`config.mk`:
```
export PLATFORM = sky130hd
export DESIGN_NAME = id_ex_stage
export DESIGN_NICKNAME = d
export VERILOG_FILES = /design/src/rtl/id_ex_stage.sv
export SDC_FILE = /design/constraint.sdc
export NUM_CORES = 1
export LEC_CHECK = 0
export ABC_AREA = 1
export BUFFER_PORTS_ARGS = -buffer_cell sky130_fd_sc_hd__clkbuf_2
export CORE_AREA = 2 2 150 152
export CTS_CLUSTER_SIZE = 10
export DETAILED_ROUTE_END_ITERATION = 10
export DIE_AREA = 0 0 152 154
export GPL_ROUTABILITY_DRIVEN = 0
export PLACE_DENSITY = 0.74
export REMOVE_ABC_BUFFERS = 1
export SYNTH_ARGS = -nofsm -noshare
export SYNTH_HDL_FRONTEND = slang
export SYNTH_SLANG_ARGS = --single-unit
export TNS_END_PERCENT = 20
```
`constraint.sdc`:
```
create_clock -name clk -period 4.55 [get_ports clk]
set_input_delay 0.91 -clock clk [delete_from_list [all_inputs] [get_ports clk]]
set_output_delay 0.91 -clock clk [all_outputs]
set_load 0.1 [all_outputs]
```
`src/rtl/id_ex_stage.sv`:
```
// ID/EX pipeline register with load-use hazard detection and MEM/WB operand forwarding.
// Registered instruction fields feed combinational forwarding and ALU operand muxes.
module id_ex_stage #(
    parameter logic [31:0] RESET_PC = 32'h8000_0000
) (
    input  logic        clk,
    input  logic        reset,
    input  logic        stall,
    input  logic        flush,
    input  logic [31:0] id_pc,
    input  logic [31:0] id_rs_data,
    input  logic [31:0] id_rt_data,
    input  logic [31:0] id_imm,
    input  logic [4:0]  id_rs_addr,
    input  logic [4:0]  id_rt_addr,
    input  logic [4:0]  id_wr_addr,
    input  logic [4:0]  id_shamt,
    input  logic [5:0]  id_alufun,
    input  logic        id_alusrc1,
    input  logic        id_alusrc2,
    input  logic        id_regwrite,
    input  logic        id_memread,
    input  logic        id_memwrite,
    input  logic        mem_regwrite,
    input  logic        wb_regwrite,
    input  logic [4:0]  mem_wr_addr,
    input  logic [4:0]  wb_wr_addr,
    input  logic [31:0] mem_result,
    input  logic [31:0] wb_result,
    output logic [31:0] ex_alu_a,
    output logic [31:0] ex_alu_b,
    output logic [31:0] ex_store_data,
    output logic [5:0]  ex_alufun,
    output logic [4:0]  ex_wr_addr,
    output logic [31:0] ex_pc,
    output logic        ex_regwrite,
    output logic        ex_memread,
    output logic        ex_memwrite,
    output logic        ex_valid,
    output logic        hazard_stall
);

    typedef struct packed {
        logic [31:0] pc;
        logic [31:0] rs_data;
        logic [31:0] rt_data;
        logic [31:0] imm;
        logic [4:0]  rs_addr;
        logic [4:0]  rt_addr;
        logic [4:0]  wr_addr;
        logic [4:0]  shamt;
        logic [5:0]  alufun;
        logic        alusrc1;
        logic        alusrc2;
        logic        regwrite;
        logic        memread;
        logic        memwrite;
        logic        valid;
    } id_ex_t;

    id_ex_t ex_q;
    id_ex_t id_in;
    id_ex_t bubble_val;
    logic [31:0] fwd_rs;
    logic [31:0] fwd_rt;

    always_comb begin
        bubble_val    = '0;
        bubble_val.pc = RESET_PC;
    end

    always_comb begin
        id_in          = '0;
        id_in.pc       = id_pc;
        id_in.rs_data  = id_rs_data;
        id_in.rt_data  = id_rt_data;
        id_in.imm      = id_imm;
        id_in.rs_addr  = id_rs_addr;
        id_in.rt_addr  = id_rt_addr;
        id_in.wr_addr  = id_wr_addr;
        id_in.shamt    = id_shamt;
        id_in.alufun   = id_alufun;
        id_in.alusrc1  = id_alusrc1;
        id_in.alusrc2  = id_alusrc2;
        id_in.regwrite = id_regwrite;
        id_in.memread  = id_memread;
        id_in.memwrite = id_memwrite;
        id_in.valid    = 1'b1;
    end

    // A load in EX whose destination is read by the instruction in ID cannot be
    // forwarded in time; request a freeze upstream and insert a bubble here.
    assign hazard_stall = ex_q.memread & ex_q.valid & (ex_q.wr_addr != 5'd0) &
                          ((ex_q.wr_addr == id_rs_addr) | (ex_q.wr_addr == id_rt_addr));

    // Edge priority: stall holds everything (a concurrent flush is dropped),
    // then flush or load-use inserts a bubble, otherwise the ID fields load.
    always_ff @(posedge clk or negedge reset) begin
        if (!reset) begin
            ex_q <= bubble_val;
        end else if (stall) begin
            ex_q <= ex_q;
        end else if (flush || hazard_stall) begin
            ex_q <= bubble_val;
        end else begin
            ex_q <= id_in;
        end
    end

    // MEM is the younger producer, so it wins over WB; r0 is never forwarded.
    always_comb begin
        fwd_rs = ex_q.rs_data;
        if (mem_regwrite && (mem_wr_addr != 5'd0) && (mem_wr_addr == ex_q.rs_addr)) begin
            fwd_rs = mem_result;
        end else if (wb_regwrite && (wb_wr_addr != 5'd0) && (wb_wr_addr == ex_q.rs_addr)) begin
            fwd_rs = wb_result;
        end
    end

    always_comb begin
        fwd_rt = ex_q.rt_data;
        if (mem_regwrite && (mem_wr_addr != 5'd0) && (mem_wr_addr == ex_q.rt_addr)) begin
            fwd_rt = mem_result;
        end else if (wb_regwrite && (wb_wr_addr != 5'd0) && (wb_wr_addr == ex_q.rt_addr)) begin
            fwd_rt = wb_result;
        end
    end

    assign ex_alu_a      = ex_q.alusrc1 ? {27'b0, ex_q.shamt} : fwd_rs;
    assign ex_alu_b      = ex_q.alusrc2 ? ex_q.imm : fwd_rt;
    assign ex_store_data = fwd_rt;

    assign ex_alufun   = ex_q.alufun;
    assign ex_wr_addr  = ex_q.wr_addr;
    assign ex_pc       = ex_q.pc;
    assign ex_regwrite = ex_q.regwrite;
    assign ex_memread  = ex_q.memread;
    assign ex_memwrite = ex_q.memwrite;
    assign ex_valid    = ex_q.valid;

endmodule
```
After elaboration in Yosys (flattened, before gate mapping)
Index checks and enable logic that the tools add are counted.
{"block": "word_totals", "word_cells": 42, "input_bits": 239, "ff_bits": 160, "output_inout_bits": 144}
{"block": "classes", "n_reduce_logical": 10, "n_eq_ne": 6, "n_bitwise": 4, "muxes": 7}
{"operator": "$mux 32", "count": 6}
{"operator": "$mux 160", "count": 1}
{"operator": "$eq 5x5->1", "count": 6}
{"operator": "$reduce_bool 5->1", "count": 3}
{"operator": "$logic_and 1x1->1", "count": 6}
{"operator": "$and 1x1->1", "count": 3}
{"operator": "$logic_or 1x1->1", "count": 1}
{"operator": "$or 1x1->1", "count": 1}

Depth between registers and ports, before layout
Gate-level depths: netlist of the first run.
{"block": "depth", "ltp_word": 6, "ltp_mapped": 11, "ltp_nobuf": 10}

Worst setup path before layout of the first run
Ideal clock, no wire load.
{"block": "synth_path", "kind": "in2out", "startpoint": "input port mem_wr_addr[3]", "endpoint": "output port ex_store_data[10]", "path_stages": 6, "path_slack_ps": 1245, "path_buffers": 1, "required_time_ps": 3640, "arrival_time_ps": 2395, "cell_sequence": "xor2_1 -> nor2_2 -> nand3b_2 -> buf_4 -> nand3_1 -> and2_1"}
{"block": "synth_via", "elab_chain_cells": 4, "word_cells_on_any_way": 5, "cone_classes": "1 x eq/ne; 1 x mux; 3 x reduce/logical"}
{"element": "start: declaration", "line_no": "26", "rtl": "input logic [4:0] mem_wr_addr,"}
{"element": "$reduce_bool 5->1", "line_no": "122", "rtl": "if (mem_regwrite && (mem_wr_addr != 5'd0) && (mem_wr_addr == ex_q.rt_addr)) begin"}
{"element": "$logic_and 1x1->1", "line_no": "122"}
{"element": "$logic_and 1x1->1 (*)", "line_no": "122"}
{"element": "$mux 32 (*)", "line_no": "122"}
{"element": "end: declaration", "line_no": "32", "rtl": "output logic [31:0] ex_store_data,"}
Every way passes the cells marked *; elsewhere a longest branch is shown, timed or not.

Worst setup path after layout of the first run
{"block": "layout_path", "startpoint": "input port wb_wr_addr[2]", "endpoint": "output port ex_alu_a[14]"}
{"block": "layout_via", "elab_chain_cells": 6, "word_cells_on_any_way": 7, "cone_classes": "1 x eq/ne; 3 x mux; 3 x reduce/logical"}
{"element": "start: declaration", "line_no": "27", "rtl": "input logic [4:0] wb_wr_addr,"}
{"element": "$reduce_bool 5->1", "line_no": "115", "rtl": "end else if (wb_regwrite && (wb_wr_addr != 5'd0) && (wb_wr_addr == ex_q.rs_addr)) begin"}
{"element": "$logic_and 1x1->1", "line_no": "115"}
{"element": "$logic_and 1x1->1 (*)", "line_no": "115"}
{"element": "$mux 32 (*)", "line_no": "115"}
{"element": "$mux 32 (*)", "line_no": "113", "rtl": "if (mem_regwrite && (mem_wr_addr != 5'd0) && (mem_wr_addr == ex_q.rs_addr)) begin"}
{"element": "$mux 32 (*)", "line_no": "129", "rtl": "assign ex_alu_a = ex_q.alusrc1 ? {27'b0, ex_q.shamt} : fwd_rs;"}
{"element": "end: declaration", "line_no": "30", "rtl": "output logic [31:0] ex_alu_a,"}
Marks and branches as above.

==> Implementation_results.wiki, run 1 <==
{| class="wikitable"
! Metric !! Value
|-
| Global-route total usage across every layer || 30.1%
|-
| Total power per unit cell area || approximately 390 nW/um^2
|-
| Area of the die || 23400 um^2
|-
| Total number of clock tree sinks || 160
|-
| Final clock skew || 0.0108 ns
|-
| Layout Nets || approximately 1900
|-
| Lkg Pwr || 7.44 nW
|-
| Sequential share of the synthesized area || a little over 40%
|-
| Logic pwr share || between 40% and 50%
|-
| Clk Latency, worst-skew pair || 0.43 ns
|-
| MaxCap Viol Count || 0
|-
| Hold-fix buffer count after cts || 0
|-
| Maximum ir drop on the vdd rail || 0.247 mV
|-
| Switching fraction of total power || between 40% and 50%
|-
| H-tree lvl count || 4
|-
| Critical path data arrival time || 3.05 ns
|-
| Hold Crit Class || flip-flop to flip-flop
|-
| Category of the worst setup path capture point || output pin
|-
| Resized cells post-CTS || 0
|-
| Synthesized cell area || 9730 um^2
|-
| Number of clock buffers inserted by TritonCTS || 17
|-
| Sequential fraction of design power || between 30 and 40%
|-
| Average detailed-routed wire length per instance || 18.3 um
|-
| Starting Density || 44.9%
|-
| Antenna violations before repair || 2
|-
| Crit path from || wb_wr_addr[2]
|-
| Final setup slack of the worst path || 0.591 ns
|-
| Maximum buffer depth of the clock tree || 2
|-
| Worst Setup Start Kind || input port
|-
| Sum of overflow across all layers after global routing || 0
|-
| Avg Synthesized Cell Area || 7.23 um^2
|-
| Async set-reset flop share out of synthesis || 100%
|-
| Remaining design rule violation count || 0
|-
| Share of total power in the clock network || 28.4%
|-
| Overall power consumption || around 0.0052 W
|-
| Number of cells on the worst reg-to-reg path || 10
|-
| Total setup violations reported at the end of the flow || 0
|-
| Global-route wire length before repair || 56300 um
|-
| Die W || 152 um
|-
| Final critical-path required period || 3.96 ns
|-
| Crit path max fanout || 32
|-
| Number of core rows || 54
|-
| Worst-path cell with the longest stage delay || sky130_fd_sc_hd__nand2_2
|-
| I/O pin cnt || 383
|-
| Mean number of vias per cell || 5.47
|-
| Synth Instances || approximately 1300
|-
| RSZ-0062 raised after global routing || false
|-
| Count of buffers inserted at the top-level ports || around 380
|-
| Remaining antenna violation count || 0
|-
| Biggest cell delay along the critical path || between 0.5 and 0.6 ns
|-
| Yosys warning count || 0
|-
| Crit Path Category || input port to output pin
|-
| Final Max Tran Viols || 0
|-
| Utilization after layout || 62.1%
|-
| Area growth from synthesis to final layout || 38.3%
|-
| Register bit total from synthesis || 160
|-
| Largest net degree at the start of global routing || 83
|-
| Distinct cells, synth || 30
|-
| Fraction of final layout cells sized beyond drive strength 1 || 28.7%
|-
| Number of iterations in the first detailed-routing pass || 5
|-
| Via count of the first global-routing pass || 10600
|-
| Register-to-register setup slack || 2.31 ns
|-
| Total via count after detailed routing || ~11000
|-
| Most frequent cell on the critical path || sky130_fd_sc_hd__nand3_1
|-
| Endpoint of the worst-slack reg-to-reg timing path || ex_pc[8]$_DFFE_PN0N_
|-
| Clock tree root driver cell || sky130_fd_sc_hd__clkbuf_16
|-
| Top FF cell, synth || sky130_fd_sc_hd__dfrtp_1
|-
| Sequence of cells on the critical path || clkbuf_2 -> xnor2_1 -> nand3_1 -> nor2_4 -> nand2_2 -> nand2_1 -> nand3_1 -> nand3_1 -> inv_1 -> buf_12
|-
| Internal power component || 0.00295 W
|-
| Setup crit end || ex_alu_a[14]
|-
| Estimated wirelength of the detail-placed design || 24400 um
|-
| Total net switching power || roughly 0.0023 W
|-
| Reg-to-reg startpoint || ex_wr_addr[4]$_DFFE_PN0N_
|-
| TritonCTS clock tree || built
|-
| Pre-CTS setup slack || 0.633 ns
|-
| Worst relative slew slack || 34.7%
|-
| Placeable core region || 21700 um^2
|-
| Clock slew at the register clock pins of the worst setup and hold paths || 0.07 ns
|-
| Number of buffers inserted by post-CTS setup repair || 0
|-
| Worst Tran Pin Value || just under 1 ns
|-
| Run status || complete, no violations
|-
| Max Clock Freq || around 250 MHz
|-
| Number of enable flip-flop cells after synthesis || 0
|-
| Die height || between 150 and 200 um
|-
| Post-route fraction of the period consumed by the critical path || about 87%
|-
| Number of failing hold endpoints at the final stage || 0
|-
| Initial DRC Count || around 790
|-
| Post-Route WL || 35200 um
|-
| Endpoint required time on the critical path || around 3.6 ns
|}
[worst min-delay path by stage]
stage / start / endpoint / cells past startpoint
after global placement: ex_q[126]$_DFFE_PN0N_ / ex_q[126]$_DFFE_PN0N_ / 2
after CTS: ex_q[81]$_DFFE_PN0N_ / ex_q[81]$_DFFE_PN0N_ / 2
after floorplan: ex_q[62]$_DFFE_PN0N_ / ex_q[62]$_DFFE_PN0N_ / 2
after detailed placement: ex_q[81]$_DFFE_PN0N_ / ex_q[81]$_DFFE_PN0N_ / 2
after global routing: ex_q[101]$_DFFE_PN0N_ / ex_q[101]$_DFFE_PN0N_ / 2
final: ex_q[16]$_DFFE_PN0N_ / ex_q[16]$_DFFE_PN0N_ / 2
[cell usage after synthesis, drive strengths merged (2+ instances only)]
library cell  number  share of area, %
nand2            466                18
nand3            374                20
dfrtp            159                41
buf              100               7.3
inv               75               2.9
clkbuf            41               1.6
and2              32               2.1
nand4             32               2.1
nor2              16              0.93
o21ai             15              0.89
xor2              15               1.3
xnor2             11              0.99
nand3b             6              0.50
nor3               2              0.15
[final cells by class]
type                    count  area [um^2]
multi-input cells         971         4620
diodes                      2         5.00
clock buffers              17          425
well taps                 280          350
flip-flops and latches    160         4010
clock inverters            15          185
fillers                  1895         8230
repair buffers            405         3580
inverters                  75          282
[registers in the layout (all words and copies together) (netlist names)]
register / flops
ex_valid: 1
ex_memwrite: 1
ex_wr_addr: 5
ex_alufun: 6
ex_q: 113
ex_regwrite: 1
ex_pc: 32
ex_memread: 1
[layer usage]
metal  track usage [%]  vias to the layer above  wire length, um
met3              6.85                      122             3220
met1              36.5                     4902            13300
met4              14.6                        0             1630
met5                 0                        -                0
li1                  -                     4894                -
met2              51.0                      612            17100
[power by group through the flow]
stage | Combinational [W] | Clock, W | Sequential [W]
after floorplan | 0.00108 | 0 | 0.00186
after global placement | 0.00211 | 0 | 0.00163
after detailed placement | 0.00213 | 0 | 0.00164
after CTS | 0.00213 | 0.00151 | 0.00161
after global routing | 0.00223 | 0.00157 | 0.00163
final | 0.00214 | 0.00149 | 0.00161
[worst max-delay path, delay by kind of cell]
kind                      cells  cell delay [ns]
and+or+nand+nor               6             1.54
xor gates and xnor gates      1             0.21
buffers and inverters         3             0.37
[layout by cell type (no fill, tap or decap), types with 11 or more instances in the layout]
cell type / count
sky130_fd_sc_hd__nand2_1: 463
sky130_fd_sc_hd__nand3_1: 363
sky130_fd_sc_hd__clkbuf_2: 284
sky130_fd_sc_hd__dfrtp_1: 158
sky130_fd_sc_hd__buf_12: 100
sky130_fd_sc_hd__inv_1: 67
sky130_fd_sc_hd__nand4_1: 32
sky130_fd_sc_hd__and2_1: 32
sky130_fd_sc_hd__buf_4: 20
sky130_fd_sc_hd__clkbuf_16: 17
sky130_fd_sc_hd__xor2_1: 15
sky130_fd_sc_hd__o21ai_0: 14
sky130_fd_sc_hd__xnor2_1: 11
sky130_fd_sc_hd__nand3_2: 11
[through the flow]
step                      hold slack [ns]  setup TNS (ns)  area [um^2]  std cells
after CTS                           0.480               0        13500       1923
after detailed placement            0.463               0        12800       1891
after floorplan                     0.444         -300.62         8870       1206
after global routing                0.497               0        13500       1924
after global placement              0.457               0        12800       1891
final                               0.476               0        13500       1925
[kinds of logic after synthesis]
family | count (synthesis) | share of synthesized area (%)
compound gates | 16 | 1.05
xor+xnor | 26 | 2.34
buf+inv | 216 | 11.8
flops | 160 | 41.1
simple gates | 929 | 43.7
(Power assumes the default switching activity.)
==> run 2, diff against run 1 <==
ABC_AREA = default   (was 1)
CORE_AREA = 2 2 149 151   (was 2 2 150 152)
DIE_AREA = 0 0 151 153   (was 0 0 152 154)
PLACE_DENSITY = 0.78   (was 0.74)
==> run 2 against run 1 <==
  * Largest cell class unchanged
  * Fmax decreased by 3.6%
  * Total power increased by 4.1%
  * Critical path depth decreased by 2
  * Highest routed layer unchanged
  * Critical path type unchanged
  * Final area increased by 4.1%
  * Critical endpoint is now ex_alu_b[1]
  * First-iteration DRC count decreased by 33%
  * Final cell count decreased by 18%
  * Register-to-register slack improved by 0.09 ns
==> Implementation_results.wiki, run 2 <==
{| class="wikitable"
! Metric !! Value
|-
| Commonest non-fill, non-tap cells in the layout || sky130_fd_sc_hd__clkbuf_2, sky130_fd_sc_hd__nor2b_1, sky130_fd_sc_hd__a22o_1
|-
| Most flop-heavy register || ex_q
|-
| Final Max Tran Viols || 0 (unchanged)
|-
| Distinct cells, synth || 47 (+57%)
|-
| Crit path from || wb_wr_addr[1]
|-
| Number of buffers inserted by post-CTS setup repair || 0 (unchanged)
|-
| Synth Area in Compound Gates || 25.9% (+25 points)
|-
| Sequential share of the synthesized area || 39.2% (-1.9 points)
|-
| Synthesized cell area || 10200 um^2 (+5.0%)
|-
| Area share of the largest cell type after synthesis || 38.9% (-1.9 points)
|-
| Total power per unit cell area || 389 nW/um^2 (about the same)
|-
| Number of cells on the worst reg-to-reg path || 5 (-5)
|-
| Hold-fix buffer count after cts || 0 (unchanged)
|-
| Critical path data arrival time || 3.20 ns (+0.15 ns)
|-
| Number of enable flip-flop cells after synthesis || 0 (unchanged)
|-
| Worst Setup Start Kind || input port
|-
| Reg-to-reg startpoint || ex_wr_addr[0]$_DFFE_PN0N_
|-
| Met3 Routed Length || 2750 um (-15%)
|-
| Clock tree root driver cell || sky130_fd_sc_hd__clkbuf_16
|-
| Post-Route Setup TNS || 0 ns (unchanged)
|-
| Total setup violations reported at the end of the flow || 0 (unchanged)
|-
| I/O pin cnt || 383 (unchanged)
|-
| Number of flip-flops in the largest register || 113 (unchanged)
|-
| Via count of the first global-routing pass || 9174 (-13%)
|-
| Ranking of synthesized cells by area || sky130_fd_sc_hd__dfrtp_1, sky130_fd_sc_hd__a22o_1, sky130_fd_sc_hd__nor2b_1, sky130_fd_sc_hd__o41ai_2, sky130_fd_sc_hd__buf_4
|-
| Average detailed-routed wire length per instance || 20.6 um (+13%)
|-
| Register bit total from synthesis || 160 (unchanged)
|-
| Category of the worst setup path capture point || output pin
|-
| Clock slew at the register clock pins of the worst setup and hold paths || 0.07 ns (about the same)
|-
| Mean number of vias per cell || 5.86 (+7.1%)
|-
| Endpoint required time on the critical path || 3.64 ns (about the same)
|-
| TritonCTS clock tree || built
|-
| Number of core rows || 54 (unchanged)
|-
| Die height || 153 um (-0.65%)
|-
| Most frequent cells after synthesis || sky130_fd_sc_hd__dfrtp_1, sky130_fd_sc_hd__nor2b_1, sky130_fd_sc_hd__a22o_1, sky130_fd_sc_hd__clkbuf_1, sky130_fd_sc_hd__nand2_1
|-
| Post-Route WL || 32700 um (-7.2%)
|-
| Clk Latency, worst-skew pair || 0.43 ns (about the same)
|-
| MaxCap Viol Count || 0 (unchanged)
|-
| Global-route total usage across every layer || 28.1% (-2.0 points)
|-
| Area of the die || 23100 um^2 (-1.3%)
|-
| Remaining design rule violation count || 0 (unchanged)
|-
| Layout Nets || 1529 (-18%)
|-
| Crit Path Category || input port to output pin
|-
| Estimated wirelength of the detail-placed design || 23300 um (-4.4%)
|-
| Post-Synth XOR/XNOR Area || 2.47% (+0.13 points)
|-
| Die W || 151 um (-0.66%)
|-
| Startpoint of the lowest-slack hold path || ex_q[12]$_DFFE_PN0N_
|-
| Final clock skew || 0.0169 ns (+0.00615 ns)
|-
| Lkg Pwr || 6.30 nW (-15%)
|-
| Antenna violations before repair || 3 (+1)
|-
| Largest net degree at the start of global routing || 117 (+41%)
|-
| RSZ-0062 raised after global routing || false
|-
| Maximum ir drop on the vdd rail || 0.245 mV (-0.53%)
|-
| Count of buffers inserted at the top-level ports || 382 (unchanged)
|-
| Number of fill cells || 1657 (-13%)
|-
| Post-synthesis mux area share || 3.91% (+3.9 points)
|-
| Crit path max fanout || 17 (-47%)
|-
| Commonest non-fill, non-tap cell in the layout || sky130_fd_sc_hd__clkbuf_2
|-
| Post-route fraction of the period consumed by the critical path || 90.3% (+3.3 points)
|-
| Total number of clock tree sinks || 160 (unchanged)
|-
| Initial DRC Count || 530 (-33%)
|-
| Hold Crit Class || flip-flop to flip-flop
|-
| Placed instance count || 1551 (-18%)
|-
| Fraction of final layout cells sized beyond drive strength 1 || 42.4% (+14 points)
|-
| Number of failing hold endpoints at the final stage || 0 (unchanged)
|-
| Run status || complete, no violations
|-
| Yosys warning count || 0 (unchanged)
|-
| Top cell type by total area after synthesis || sky130_fd_sc_hd__dfrtp_1
|-
| Sum of overflow across all layers after global routing || 0 (unchanged)
|-
| Endpoint of the worst-slack reg-to-reg timing path || ex_q[115]$_DFFE_PN0N_
|-
| Maximum buffer depth of the clock tree || 2 (unchanged)
|-
| Worst Tran Pin Value || 1.04 ns (+0.0609 ns)
|-
| Number of iterations in the first detailed-routing pass || 5 (unchanged)
|-
| H-tree lvl count || 4 (unchanged)
|-
| Resized cells post-CTS || 0 (unchanged)
|-
| Synth Instances || 1014 (-25%)
|-
| Area growth from synthesis to final layout || 37.1%
|-
| Uppermost routed layer || met4
|-
| Register-to-register setup slack || 2.40 ns (+0.09 ns)
|-
| Global-route wire length before repair || 50500 um (-10%)
|-
| Main combinational cell family by area after synthesis || compound AO/OA/AOI/OAI gates
|-
| Top FF cell, synth || sky130_fd_sc_hd__dfrtp_1
|-
| Worst relative slew slack || 31.0% (-3.7 points)
|-
| Final critical-path required period || 4.11 ns (+0.149 ns)
|-
| Met2 Wirelength || 16300 um (-4.8%)
|-
| Placeable core region || 21500 um^2 (-0.93%)
|-
| Filler-free cell count of the finished design || 1586 (-18%)
|-
| Total via count after detailed routing || 9293 (-12%)
|-
| Starting Density || 47.6% (+2.7 points)
|-
| Avg Synthesized Cell Area || 10.1 um^2 (+39%)
|-
| Number of clock buffers inserted by TritonCTS || 17 (unchanged)
|-
| Length of routed wiring on met1 || 12400 um (-6.6%)
|-
| Adder and majority gate portion of the synthesized area || 0% (unchanged)
|-
| Async set-reset flop share out of synthesis || 100% (unchanged)
|-
| Remaining antenna violation count || 0 (unchanged)
|-
| Max Clock Freq || 243 MHz (-3.6%)
|-
| Setup crit end || ex_alu_b[1]
|-
| Simple-gate area share of the yosys netlist || 20.0% (-24 points)
|}
## run 2: changes by cell type in the layout (fill, tap and decap cells not counted), sizes merged, moves of 20 or more
cell and change:
nor2b +159, or4 +34, a22o +158, nor2 +20, nand3 -342, a311oi +27
nor3 +28, and2 -30, nand4 -30, inv -73, mux2 +31, a31oi +30
o41ai +30, nand2 -407
## run 2: cell families after synthesis
logic type / Yosys count
simple gates: 365
compound gates: 269
mux: 36
xor+xnor: 28
buf+inv: 156
flops: 160
## run 2: how the worst min path moves through the flow
stage,endpoint,slack (ns),cells after the start
2_1_floorplan,ex_q[12]$_DFFE_PN0N_,0.46,1
3_3_place_gp,ex_q[14]$_DFFE_PN0N_,0.48,1
3_5_place_dp,ex_q[12]$_DFFE_PN0N_,0.49,1
4_1_cts,ex_q[12]$_DFFE_PN0N_,0.50,1
5_1_grt,ex_q[57]$_DFFE_PN0N_,0.52,1
6_report,ex_q[12]$_DFFE_PN0N_,0.50,1
## run 2: metal layers
layer	vias to the layer above	GRT usage [%]
li1	4267	-
met1	4483	34.0
met4	0	13.4
met5	-	0
met2	464	47.1
met3	79	6.57
## run 2: final cells by class
type,count,area [um^2],area share [%]
diodes,3,7.51,0.0536
flip-flops and latches,160,4010,28.6
multi-input cells,698,5390,38.5
clock buffers,18,439,3.13
well taps,280,350,2.50
repair buffers,411,3620,25.8
clock inverters,14,190,1.36
inverters,2,7.51,0.0536
## run 2: critical path: stages
cell,delay (ns)
sky130_fd_sc_hd__clkbuf_2,0.12
sky130_fd_sc_hd__xor2_1,0.16
sky130_fd_sc_hd__a221o_2,0.42
sky130_fd_sc_hd__buf_4,0.24
sky130_fd_sc_hd__or4_1,0.49
sky130_fd_sc_hd__a31oi_1,0.38
sky130_fd_sc_hd__mux2_2,0.28
sky130_fd_sc_hd__buf_12,0.18
## run 2: report_power, final
group	internal, W	switching, W	total [W]
Combinational	0.000743	0.00151	0.00225
Clock	0.000901	0.000659	0.00156
Sequential	0.00153	0.000104	0.00164
## run 2: per-stage QoR
step | total power [W] | worst slack [ns] | hold slack, ns | cell area (um^2) | util, %
after floorplan | 0.00306 | -1.96 | 0.464 | 9360 | -
after global placement | 0.00389 | 0.504 | 0.481 | 13400 | 62.2
after detailed placement | 0.00392 | 0.463 | 0.485 | 13400 | 62.2
after CTS | 0.00549 | 0.458 | 0.502 | 14000 | 65.2
after global routing | 0.00566 | 0.380 | 0.519 | 14000 | 65.2
final | 0.00545 | 0.442 | 0.495 | 14000 | 65.2
